===== src/rtl/operand_fetch_ctrl_pkg.sv =====
// operand_fetch_ctrl_pkg: state encoding, field codes and entry-state decode for the operand fetch sequencer
package operand_fetch_ctrl_pkg;
  typedef enum logic [2:0] {IDLE, S_EXT, S_ADR, S_RD, D_EXT, D_ADR, D_RD, VALID} state_e;
  localparam logic [3:0] PC_REG = 4'd0;
  localparam logic [3:0] SR_REG = 4'd2;
  localparam logic [3:0] CG_REG = 4'd3;
  localparam logic [1:0] FMT_TWO = 2'b00;
  localparam logic [1:0] FMT_ONE = 2'b01;
  localparam logic [1:0] AS_REG = 2'b00;
  localparam logic [1:0] AS_IDX = 2'b01;
  localparam logic [1:0] AS_INC = 2'b11;
  localparam logic [1:0] ADDR_ABS = 2'd0;
  localparam logic [1:0] ADDR_RSRC = 2'd2;
  function automatic logic is_cg(input logic [3:0] rs, input logic [1:0] as_m);
    return rs == CG_REG || (rs == SR_REG && as_m[1]);
  endfunction
  // Jump formats (fmt[1]=1) and constant-generator sources never touch memory.
  function automatic state_e first_state(input logic [1:0] fmt, input logic [1:0] as_m,
                                         input logic ad, input logic [3:0] rs);
    logic src_mem;
    src_mem = !fmt[1] && as_m != AS_REG && !is_cg(rs, as_m);
    return src_mem ? (as_m == AS_IDX ? S_EXT : S_RD) : (fmt == FMT_TWO && ad) ? D_EXT : VALID;
  endfunction
endpackage


===== src/rtl/operand_fetch_ctrl.sv =====
// operand_fetch_ctrl: sequences src/dst operand fetch (ext word, index add, memory read) for the execute stage
module operand_fetch_ctrl
  import operand_fetch_ctrl_pkg::*;
(
  input  logic       clk,
  input  logic       rst_n,
  input  logic       start_i,
  input  logic [1:0] fmt_i,
  input  logic [1:0] as_mode_i,
  input  logic       ad_mode_i,
  input  logic [3:0] rs_i,
  input  logic [3:0] rd_i,
  input  logic       bw_i,
  input  logic       mem_rdy_i,
  input  logic       exec_ack_i,
  output logic [3:0] rsrc_sel_o,
  output logic       src_m_o,
  output logic       src_l_o,
  output logic       dst_m_o,
  output logic       dst_l_o,
  output logic [1:0] addr_m_o,
  output logic       addr_l_o,
  output logic       idx_m_o,
  output logic       mem_rd_o,
  output logic       pc_inc_o,
  output logic [1:0] rs_inc_o,
  output logic       op_valid_o,
  output logic       busy_o
);
  state_e     state_q, state_d;
  logic [1:0] fmt_q, as_q;
  logic       ad_q, bw_q, src_m_q, src_m_d, dst_m_q, dst_m_d;
  logic [3:0] rs_q;
  logic       one_op, dst_mem, unused_rd;
  // Rd only steers the datapath register file directly; the sequencer never needs it.
  assign unused_rd = ^rd_i;
  assign one_op    = fmt_q == FMT_ONE;
  assign dst_mem   = fmt_q == FMT_TWO && ad_q;
  assign busy_o    = state_q != IDLE;
  always_ff @(posedge clk or negedge rst_n) begin
    if (!rst_n) begin
      state_q <= IDLE;
      fmt_q   <= '0;
      as_q    <= '0;
      ad_q    <= 1'b0;
      rs_q    <= '0;
      bw_q    <= 1'b0;
      src_m_q <= 1'b0;
      dst_m_q <= 1'b0;
    end else begin
      state_q <= state_d;
      src_m_q <= src_m_d;
      dst_m_q <= dst_m_d;
      if (state_q == IDLE && start_i) begin
        fmt_q <= fmt_i;
        as_q  <= as_mode_i;
        ad_q  <= ad_mode_i;
        rs_q  <= rs_i;
        bw_q  <= bw_i;
      end
    end
  end
  always_comb begin
    state_d    = state_q;
    src_m_d    = src_m_q;
    dst_m_d    = dst_m_q;
    rsrc_sel_o = '0;
    src_m_o    = src_m_q;
    src_l_o    = 1'b0;
    dst_m_o    = dst_m_q;
    dst_l_o    = 1'b0;
    addr_m_o   = ADDR_ABS;
    addr_l_o   = 1'b0;
    idx_m_o    = 1'b0;
    mem_rd_o   = 1'b0;
    pc_inc_o   = 1'b0;
    rs_inc_o   = '0;
    op_valid_o = 1'b0;
    case (state_q)
      IDLE: state_d = start_i ? first_state(fmt_i, as_mode_i, ad_mode_i, rs_i) : IDLE;
      S_EXT, D_EXT: begin
        rsrc_sel_o = PC_REG;
        addr_m_o   = ADDR_RSRC;
        mem_rd_o   = 1'b1;
        pc_inc_o   = mem_rdy_i;
        state_d    = !mem_rdy_i ? state_q : state_q == S_EXT ? S_ADR : D_ADR;
      end
      S_ADR: begin
        rsrc_sel_o = rs_q;
        addr_l_o   = 1'b1;
        state_d    = S_RD;
      end
      S_RD: begin
        rsrc_sel_o = rs_q;
        addr_m_o   = as_q == AS_IDX ? ADDR_ABS : ADDR_RSRC;
        mem_rd_o   = 1'b1;
        src_m_o    = 1'b1;
        dst_m_o    = dst_m_q | one_op;
        if (mem_rdy_i) begin
          src_l_o  = 1'b1;
          dst_l_o  = one_op;
          rs_inc_o = as_q != AS_INC ? 2'd0 : (rs_q == PC_REG || !bw_q) ? 2'd2 : 2'd1;
          src_m_d  = 1'b1;
          dst_m_d  = dst_m_q | one_op;
          state_d  = dst_mem ? D_EXT : VALID;
        end
      end
      D_ADR: begin
        addr_l_o = 1'b1;
        idx_m_o  = 1'b1;
        state_d  = D_RD;
      end
      D_RD: begin
        mem_rd_o = 1'b1;
        dst_m_o  = 1'b1;
        if (mem_rdy_i) begin
          dst_l_o = 1'b1;
          dst_m_d = 1'b1;
          state_d = VALID;
        end
      end
      VALID: begin
        op_valid_o = 1'b1;
        if (exec_ack_i) begin
          state_d = IDLE;
          src_m_d = 1'b0;
          dst_m_d = 1'b0;
        end
      end
      default: state_d = IDLE;
    endcase
  end
endmodule

===== config.mk =====
export PLATFORM = sky130hd
export DESIGN_NAME = operand_fetch_ctrl
export DESIGN_NICKNAME = d
export VERILOG_FILES = /design/src/rtl/operand_fetch_ctrl_pkg.sv /design/src/rtl/operand_fetch_ctrl.sv
export SDC_FILE = /design/constraint.sdc
export NUM_CORES = 1
export LEC_CHECK = 0
export BUFFER_PORTS_ARGS = -buffer_cell sky130_fd_sc_hd__buf_2
export CAP_MARGIN = 25
export CORE_UTILIZATION = 50
export DETAILED_ROUTE_END_ITERATION = 10
export PLACE_DENSITY = 0.82
export SLEW_MARGIN = 20
export SYNTH_ARGS = -nofsm -noshare
export SYNTH_HDL_FRONTEND = slang
export SYNTH_SLANG_ARGS = --single-unit
export TNS_END_PERCENT = 10

===== constraint.sdc =====
create_clock -name clk -period 3 [get_ports clk]
set_clock_uncertainty 0.2 [all_clocks]
set_input_delay 0.3 -clock clk [delete_from_list [all_inputs] [get_ports clk]]
set_output_delay 0.3 -clock clk [all_outputs]
set_load 0.005 [all_outputs]

* Word-level counts from Yosys, hierarchy flattened *
Index checks and enable logic that the tools add are counted.

operators by class
  shifts and indexed selects = 0
  bitwise gates (word level) = 1
  mux-type cells = 34
  equal/unequal tests = 17
  $add $sub $neg = 0
  multipliers = 0
  divide/modulo/power cells = 0
  reduce and logical (&&, ||, !) cells = 26
  order comparisons = 0

operators by type and width
  kind                                                              count
  3-bit two-way mux                                                 7
  3-bit case mux with 7 select lines                                1
  2-bit two-way mux                                                 8
  3-bit == test (second input constant)                             4
  1-bit two-way mux                                                 12
  2-bit != test (second input constant)                             5
  4-bit by 2-bit == test with 1-bit output (second input constant)  2
  4-bit AND reduction                                               2
  2-bit by 1-bit == test with 1-bit output (second input constant)  3
  3-bit by 2-bit == test with 1-bit output (second input constant)  2
  1-bit logical AND                                                 6
  1-bit case mux with 2 select lines                                3
  3-bit nonzero test                                                2
  2-bit OR reduction                                                3
  2-bit logical NOT                                                 2
  4-bit logical NOT                                                 1
  4-bit two-way mux                                                 1
  2-bit case mux with 2 select lines                                1
  2-bit nonzero test                                                2
  4-bit OR reduction                                                1
  3-bit by 1-bit == test with 1-bit output (second input constant)  1
  1-bit logical NOT                                                 3
  3-bit logical NOT                                                 1
  1-bit case mux with 3 select lines                                1
  other kinds (3)                                                   4

storage, ports and cells
  memory bits (writable) = 0
  logic and storage cells = 86
  output and inout port bits = 18
  input bits = 19
  bits in read-only memories = 0
  memories = 0
  bits in registers = 15
  bits in latches = 0

* Logic depth before layout (Yosys ltp) *
Gate-level depths: netlist of the first run.

  word-level depth = 8
  gate-level depth with buffers = 5
  mapped depth without buffers = 4

* Worst setup path before layout of the first run *
Ideal clock, no wire load.

  kind = reg2out
  start point = register state_q[0]
  end point = output port rs_inc_o[1]
  cell stages (with the launch flop) = 6
  path slack = 1.397 ns
  arrival = 1.103 ns
  required time = 2.500 ns
  buffers on the path = 1
  cells stage by stage = dfrtp_1 -> buf_6 -> nand2_1 -> nor3_2 -> nand3_1 -> nor2b_1

on the way
  cells in the longest elaborated chain, start to end = 2

ends and longest elaborated chain
  what                                      RTL line                  source
  start, declared                           operand_fetch_ctrl.sv:30  state_e state_q, state_d;
  start signal, assigned                    operand_fetch_ctrl.sv:51  state_q <= state_d;
  3-bit by 2-bit == test with 1-bit output  operand_fetch_ctrl.sv:79  case (state_q)
  2-bit two-way mux                         operand_fetch_ctrl.sv:79
  end, declared                             operand_fetch_ctrl.sv:26  output logic [1:0] rs_inc_o,

No other way between the ends.

* Final worst setup path of the first run *
Same ends and word-level chain as after synthesis.

==> impl_metrics.json, run 1 <==
{
  "outcome": "finished clean",
  "worst_pin_slew_ns": 0.545,
  "drive_above_1_share": 0.405,
  "seq_area_frac_synth": 0.407,
  "finalHoldViolations": 0,
  "routedWlPerCell_um": 13.1,
  "synth_top_area_share": 0.407,
  "viasPerCell": 5.36,
  "netlist_instances": 95,
  "cp_top_family": "simple AND/OR/NAND/NOR gates",
  "syn_area_um2": 923,
  "p_clk_frac": 0.115,
  "cts_tree": "done",
  "syn_nets": 114,
  "cts_max_level": 1,
  "maxCapViolCount": 0,
  "clock_latency_ns": 0.28,
  "cp_cell_sequence": "nand2_1, nor3_2, nand3_1, nor2b_1, buf_2",
  "initial_core_util": 0.535,
  "swShare": 0.406,
  "fin_util": 0.641,
  "overflow": 0,
  "synth_seq_cells": 15,
  "first_pass_iters": 4,
  "die_area_mm2": 0.00202,
  "port-buffer-count": 31,
  "coreArea_mm2": 0.00173,
  "drc_errors": 0,
  "postCtsResizedCells": 0,
  "grt_use_total": 0.228,
  "fin_crit_sh": 0.753,
  "drv_slew": 0,
  "power.leakage_uw": 0.000540,
  "path_max_fanout": 12,
  "power.switching_uw": 415,
  "yosysTopAreaCell": "dfrtp_1",
  "cts_setup_buffers": 0,
  "critPathSlowestCell": "dfrtp_1",
  "synth_edf_count": 0,
  "die_h_um": 45.0,
  "synth.avg_cell_area_um2": 9.72,
  "crit_buf_inv": 1,
  "max_slew_margin": 0.636,
  "end_kind": "output port",
  "slowest_delay_ns": 0.61,
  "die_x_um": 45.0,
  "hold_buffers": 1,
  "synth_flop_cell": "dfrtp_1",
  "timing.setup.tns_ns": 0,
  "cts_sinks": 15,
  "powerDensity_mw_per_mm2": 923,
  "cts_buffers": 3,
  "cp.required_ns": 2.50,
  "grt_pass1_vias": 749,
  "hold_path_class": "in -> reg",
  "cts_max_path_buffers": 2,
  "grt_max_degree": 16,
  "ys_types": 38,
  "num_antenna_cells": 0,
  "antenna_found_initial": 0,
  "via_count": 809,
  "setup_viol": 0,
  "pwr-share-seq": 0.418,
  "yosysWarnings": 0,
  "io_pins": 37,
  "cp.arrival_ns": 1.76,
  "start_kind": "register",
  "clock.fmax_mhz": 443,
  "fin_nets": 146,
  "rsz0062_at_grt": "false",
  "clk_pin_slew_worst_paths_ns": 0.09,
  "drtAntennaViolNets": 0,
  "comb_power_share": 0.467,
  "critPathKind": "reg -> out",
  "root_buffer": "clkbuf_4",
  "routed_wl_um": 1980,
  "ir_drop_mv": 0.586,
  "ys_top_cells_by_area": "dfrtp_1 (41%), mux2_2 (11%), nand2_1 (2.8%)",
  "synthArstFlopShare": 1.00,
  "area_growth_pct": 19.8,
  "period_needed_ns": 2.26,
  "drtIter0Drc": 27,
  "row_count": 15,
  "p_int_uw": 606,
  "grt_pass1_wl_um": 3330,
  "gp_congestion": 0.853
}
[state kept, by name, summed over array words and instances (netlist names)]
name     flops
fmt_q        2
rs_q         4
as_q         2
state_q      3
ad_q         1
dst_m_q      1
src_m_q      1
bw_q         1
[path summary, 6_finish.rpt]
check	start	endpoint	slack [ns]	cells past startpoint
min in group asynchronous	rst_n	ad_q	0.24	2
min	bw_i	bw_q	0.04	2
max in group asynchronous	rst_n	as_q[1]	2.11	2
min reg2reg	ad_q	ad_q	0.31	1
max reg2reg	state_q[1]	state_q[1]	1.05	4
max	state_q[0]	rs_inc_o[1]	0.74	5
[area by class of cell]
type | instances | area (um^2)
Fill cell | 156 | 621
Tap cell | 25 | 31.3
Timing Repair Buffer | 32 | 165
Sequential cell | 15 | 375
Clock buffer | 3 | 22.5
Clock inverter | 1 | 5.00
Inverter | 5 | 18.8
Multi-Input combinational cell | 70 | 488
[layout by cell type, fill, tap and decap left out, drive strengths merged, types with 3 or more instances in the layout]
| master | n |
|---|---|
| clkbuf | 3 |
| buf | 31 |
| nand2b | 3 |
| o21ai | 5 |
| nor2b | 3 |
| nor3 | 5 |
| mux2 | 9 |
| nand2 | 7 |
| inv | 5 |
| and2 | 4 |
| nor2 | 8 |
| a21oi | 4 |
| dfrtp | 15 |
[synth_stat cells, types with 2 or more instances]
library cell  number
dfrtp_1           15
mux2_2             9
nand2_1            7
nor2_1             7
inv_1              5
a21oi_1            4
and2_1             4
nor2b_1            3
nor3_1             3
o21ai_0            3
a31oi_1            2
buf_4              2
buf_6              2
nand2b_1           2
nand3_1            2
o21ai_1            2
o31ai_1            2
[through the flow]
step	instances	hold WS [ns]	total power, uW	worst slack [ns]	area (um^2)
finish	151	0.0444	1020	0.741	1110
global route	151	0.0404	1110	0.593	1110
CTS	151	0.0415	1020	0.776	1110
detailed placement	146	0.0291	901	1.08	1070
global placement	146	0.0148	874	1.12	1070
floorplan	95	-0.196	746	1.40	923
[cells by family (layout without fill, tap and decap cells)]
group	count (synthesis)	in the layout	synth area share
compound gates	22	22	0.159
xor+xnor	1	1	0.00949
buf+inv	10	41	0.0650
flops	15	15	0.407
mux	9	9	0.110
other cells	1	1	0.00406
simple gates	37	37	0.247
[power groups by stage]
stage | combinational, uW | sequential (uW) | clock, uW
floorplan | 384 | 362 | 0
global route | 532 | 445 | 128
global placement | 454 | 420 | 0
finish | 477 | 427 | 118
detailed placement | 474 | 427 | 0
CTS | 479 | 423 | 121
[metal layers]
metal,global-route usage,wire [um]
met1,0.312,894
met3,0.0280,68
met2,0.359,993
met5,0,0
met4,0.109,27
[worst register-to-register path, delay by kind of cell (launching register included)]
kind | cells | cell delay (ns)
and+or+nand+nor | 2 | 0.63
AOI/OAI and AO/OA | 2 | 0.49
DFF | 1 | 0.54
Power figures use the tool's default switching activity.
==> run 2: changes to the inputs <==
- CORE_UTILIZATION: 50 -> 42
- PLACE_DENSITY: 0.82 -> 0.74
- clock period: 3 -> 2.01 ns (I/O delays scaled with it)
==> impl_metrics.json, run 2 (synthesis results as in run 1) <==
{
  "hpwl_um": 1440,
  "layout_common_cells": "buf_2 (31), dfrtp_1 (12), dlygate4sd3_1 (10), mux2_2 (9)",
  "period_needed_ns": 1.90,
  "grt_max_degree": 16,
  "powerDensity_mw_per_mm2": 1280,
  "start_kind": "register",
  "viasPerCell": 5.13,
  "end_kind": "output port",
  "fin_util": 0.614,
  "path_max_fanout": 15,
  "cts_buffers": 3,
  "design_area_mm2": 0.00124,
  "r2r_slack_ns": 0.33,
  "via_count": 852,
  "root_buffer": "clkbuf_4",
  "overflow": 0,
  "critPathKind": "reg -> out",
  "ir_drop_mv": 0.674,
  "cts_sinks": 15,
  "clock_latency_ns": 0.27,
  "grt_use_total": 0.191,
  "row_count": 16,
  "gp_congestion": 0.760,
  "first_pass_iters": 4,
  "drtIter0Drc": 19,
  "initial_core_util": 0.457,
  "top_register": "rs_q",
  "fin_nets": 159,
  "cts_max_level": 1,
  "io_pins": 37,
  "die_area_mm2": 0.00239,
  "clk_pin_slew_worst_paths_ns": 0.09,
  "maxCapViolCount": 0,
  "fin_crit_sh": 0.946,
  "grt_pass1_wl_um": 3610,
  "cts_tree": "done",
  "coreArea_mm2": 0.00202,
  "grt_pass1_vias": 837,
  "antenna_found_initial": 0,
  "cp.required_ns": 1.61,
  "area_growth_pct": 34.4,
  "drive_above_1_share": 0.417,
  "multi_input_area_um2": 498,
  "setup_viol": 0,
  "die_x_um": 48.9,
  "power.leakage_uw": 0.000594,
  "outcome": "finished clean",
  "routedWlPerCell_um": 12.8,
  "seqCellArea_um2": 379,
  "placed_area_mm2": 0.00109,
  "routed_wl_um": 2130,
  "num_antenna_cells": 0,
  "cp.arrival_ns": 1.50,
  "die_h_um": 48.9,
  "hold_path_class": "in -> reg",
  "finalHoldViolations": 0,
  "drc_errors": 0,
  "final_common_cell": "buf_2",
  "drv_slew": 0,
  "port-buffer-count": 31,
  "largestRegisters": "rs_q (4), state_q (3)",
  "largest_reg_flops": 4,
  "drtAntennaViolNets": 0,
  "cts_max_path_buffers": 2,
  "nFillCells": 176,
  "clock.fmax_mhz": 526,
  "timing.setup.tns_ns": 0
}
-- run 2: cell type report --
class                           count  share of cell area
Timing Repair Buffer               45               0.230
Multi-Input combinational cell     70               0.401
Clock buffer                        4              0.0212
Sequential cell                    15               0.305
Inverter                            5              0.0151
Tap cell                           27              0.0272
-- run 2: where the power goes --
group	leakage, uW	total, uW	switching [uW]	internal, uW
Combinational	0.000402	795	358	438
Sequential	0.000177	624	172	452
Clock	0.0000150	167	89.8	76.7
Total	0.000594	1590	619	966
-- run 2: timing repair --
action                     CTS  global route
hold buffers                10             0
gates resized for setup      2             3
hold endpoints to repair    24             0
setup endpoints to repair    4             3
setup buffers                0             1
pin swaps                    0             0
-- run 2: worst paths after layout --
path,startpoint,endpoint,cells past startpoint
max,state_q[2],dst_l_o,4
min,fmt_i[1],fmt_q[1],2
max in group asynchronous,rst_n,state_q[2],2
min reg2reg,dst_m_q,dst_m_q,1
max reg2reg,state_q[1],state_q[1],6
min in group asynchronous,rst_n,fmt_q[1],2
-- run 2: metal layers --
layer	part of all wire	GRT usage
met4	0	0.0441
met2	0.54	0.366
met5	0	0
met3	0.025	0.0187
met1	0.43	0.226
-- run 2: worst max-delay path: stages (launching register included) --
cell and delay (ns):
dfrtp_2 0.57, nor2b_1 0.30, o21ai_2 0.12, nor2_2 0.11, buf_2 0.13
-- run 2: stage by stage --
stage / instances / hold slack [ns] / setup WS [ns] / total power [uW]
floorplan: 95 / -0.295 / 0.506 / 1110
global placement: 151 / -0.0790 / 0.268 / 1340
detailed placement: 151 / -0.0768 / 0.262 / 1370
CTS: 165 / 0.0216 / 0.0365 / 1560
global route: 166 / 0.0143 / -0.0116 / 1720
finish: 166 / 0.0286 / 0.108 / 1590
==> run 3: changes to the inputs <==
- REMOVE_ABC_BUFFERS: not set -> 1
==> impl_metrics.json, run 3 (synthesis results as in run 1) <==
{
  "cp.required_ns": 1.61,
  "reg2reg_to": "rs_q[2]",
  "slowest_delay_ns": 0.51,
  "path_max_fanout": 12,
  "nFillCells": 175,
  "first_pass_iters": 3,
  "grt_max_degree": 16,
  "routedWlPerCell_um": 12.3,
  "drtAntennaViolNets": 0,
  "viasPerCell": 5.14,
  "p_clk_frac": 0.108,
  "drtIter0Drc": 11,
  "placed_area_mm2": 0.00109,
  "critical_path.startpoint": "state_q[0]",
  "timing.rr.start": "state_q[1]",
  "cts_tree": "done",
  "die_h_um": 48.9,
  "design_area_mm2": 0.00127,
  "ir_drop_mv": 0.852,
  "area_growth_pct": 37.5,
  "drc_errors": 0,
  "hold_path_class": "in -> reg",
  "grt_use_total": 0.189,
  "largest_reg_flops": 4,
  "critPathSlowestCell": "dfrtp_2",
  "swShare": 0.391,
  "timing.setup.tns_ns": 0,
  "reg2reg_depth": 5,
  "maxCapViolCount": 0,
  "powerDensity_mw_per_mm2": 1300,
  "end_kind": "output port",
  "cts_max_path_buffers": 2,
  "largestRegisters": "rs_q (4), state_q (3)",
  "clock_latency_ns": 0.29,
  "routed_wl_um": 2070,
  "clk_pin_slew_worst_paths_ns": 0.09,
  "drive_above_1_share": 0.418,
  "p_int_uw": 1000,
  "finalHoldViolations": 0,
  "final_common_cell": "buf_2",
  "coreArea_mm2": 0.00202,
  "place_inst": 151,
  "cp.arrival_ns": 1.51,
  "fin_crit_sh": 0.952,
  "period_needed_ns": 1.91,
  "critPathKind": "reg -> out",
  "hpwl_um": 1480,
  "power.leakage_uw": 0.000610,
  "drv_slew": 0,
  "cp_cell_sequence": "and4bb_2, o21ai_1, nand2b_1, buf_2",
  "start_kind": "register",
  "num_antenna_cells": 0,
  "grt_pass1_wl_um": 3370,
  "r2r_slack_ns": 0.34,
  "cts_sinks": 15,
  "root_buffer": "clkbuf_4",
  "endpoint": "dst_m_o",
  "rsz0062_at_grt": "false",
  "power.switching_uw": 645,
  "setup_viol": 0,
  "port-buffer-count": 31,
  "grt_pass1_vias": 756,
  "die_x_um": 48.9,
  "dp_slack_ns": 0.229,
  "instances_no_fill": 168,
  "layout_common_cells": "buf_2 (31), dfrtp_1 (13), dlygate4sd3_1 (11), mux2_2 (9), nor2_1 (7)",
  "top_register": "rs_q",
  "overflow": 0,
  "cts_buffers": 3,
  "gp_congestion": 0.782,
  "die_area_mm2": 0.00239,
  "clock.fmax_mhz": 522,
  "io_pins": 37,
  "row_count": 16,
  "initial_core_util": 0.457,
  "cts_max_level": 1,
  "fin_util": 0.628,
  "worst_slack_ns": 0.0955,
  "outcome": "finished clean",
  "pwr-share-seq": 0.355,
  "antenna_found_initial": 0,
  "comb_power_share": 0.537,
  "fin_nets": 161,
  "via_count": 864
}
run 3: changes by cell type in the layout (fill, tap and decap cells not counted):
cell,change
o21ai_2,-1
dlygate4sd3_1,+1
clkbuf_1,-1
o21ai_1,+1
dfrtp_1,+1
clkinv_2,+1
nand2_1,-1
nand2_2,+1
buf_12,+1
dfrtp_2,-1
run 3: how the worst min path moves through the flow:
stage / startpoint / depth (start not counted) / slack, ns / endpoint
final: mem_rdy_i / 3 / 0.03 / src_m_q
after global routing: mem_rdy_i / 3 / 0.03 / src_m_q
after CTS: mem_rdy_i / 3 / 0.03 / src_m_q
after detailed placement: rst_n / 1 / -0.08 / dst_m_q
after global placement: rst_n / 1 / -0.08 / dst_m_q
after floorplan: rst_n / 0 / -0.29 / ad_q
run 3: worst max-delay path: cells and delay by family (launching register included):
kind / cells / cell delay, ns
AOI/OAI and AO/OA: 1 / 0.23
buffers and inverters: 1 / 0.13
DFF: 1 / 0.51
and+or+nand+nor: 2 / 0.34
run 3: power groups by stage:
stage	combinational (uW)	clock, uW	sequential [uW]
global placement	727	0	612
floorplan	482	0	587
global route	972	203	602
finish	885	178	584
detailed placement	751	0	623
CTS	771	184	620
run 3: through the flow:
step | power, uW | hold WS (ns)
after floorplan | 1070 | -0.295
after global placement | 1340 | -0.0801
after detailed placement | 1370 | -0.0766
after CTS | 1570 | 0.0266
after global routing | 1780 | 0.0312
final | 1650 | 0.0280
run 3: timing repair:
action,in CTS,in global routing
endpoints found under the hold margin,25,0
endpoints found under the setup margin,4,4
gates resized for setup,2,2
hold buffers,11,0
setup buffers,0,2
run 3: layout make-up:
class,count,area [um^2],area share
repair buffers,47,315,0.248
flip-flops and latches,15,378,0.298
inverters,5,18.8,0.0148
clock buffers,3,22.5,0.0177
multi-input cells,70,497,0.391
well taps,27,33.8,0.0266
clock inverters,1,5.00,0.00394
run 3: metal layers:
| metal | up-vias | GRT usage | routed length (um) |
|---|---|---|---|
| li1 | 431 | - | - |
| met1 | 413 | 0.230 | 914 |
| met2 | 17 | 0.331 | 1070 |
| met3 | 3 | 0.0405 | 62 |
| met4 | 0 | 0.0588 | 22 |
| met5 | - | 0 | 0 |
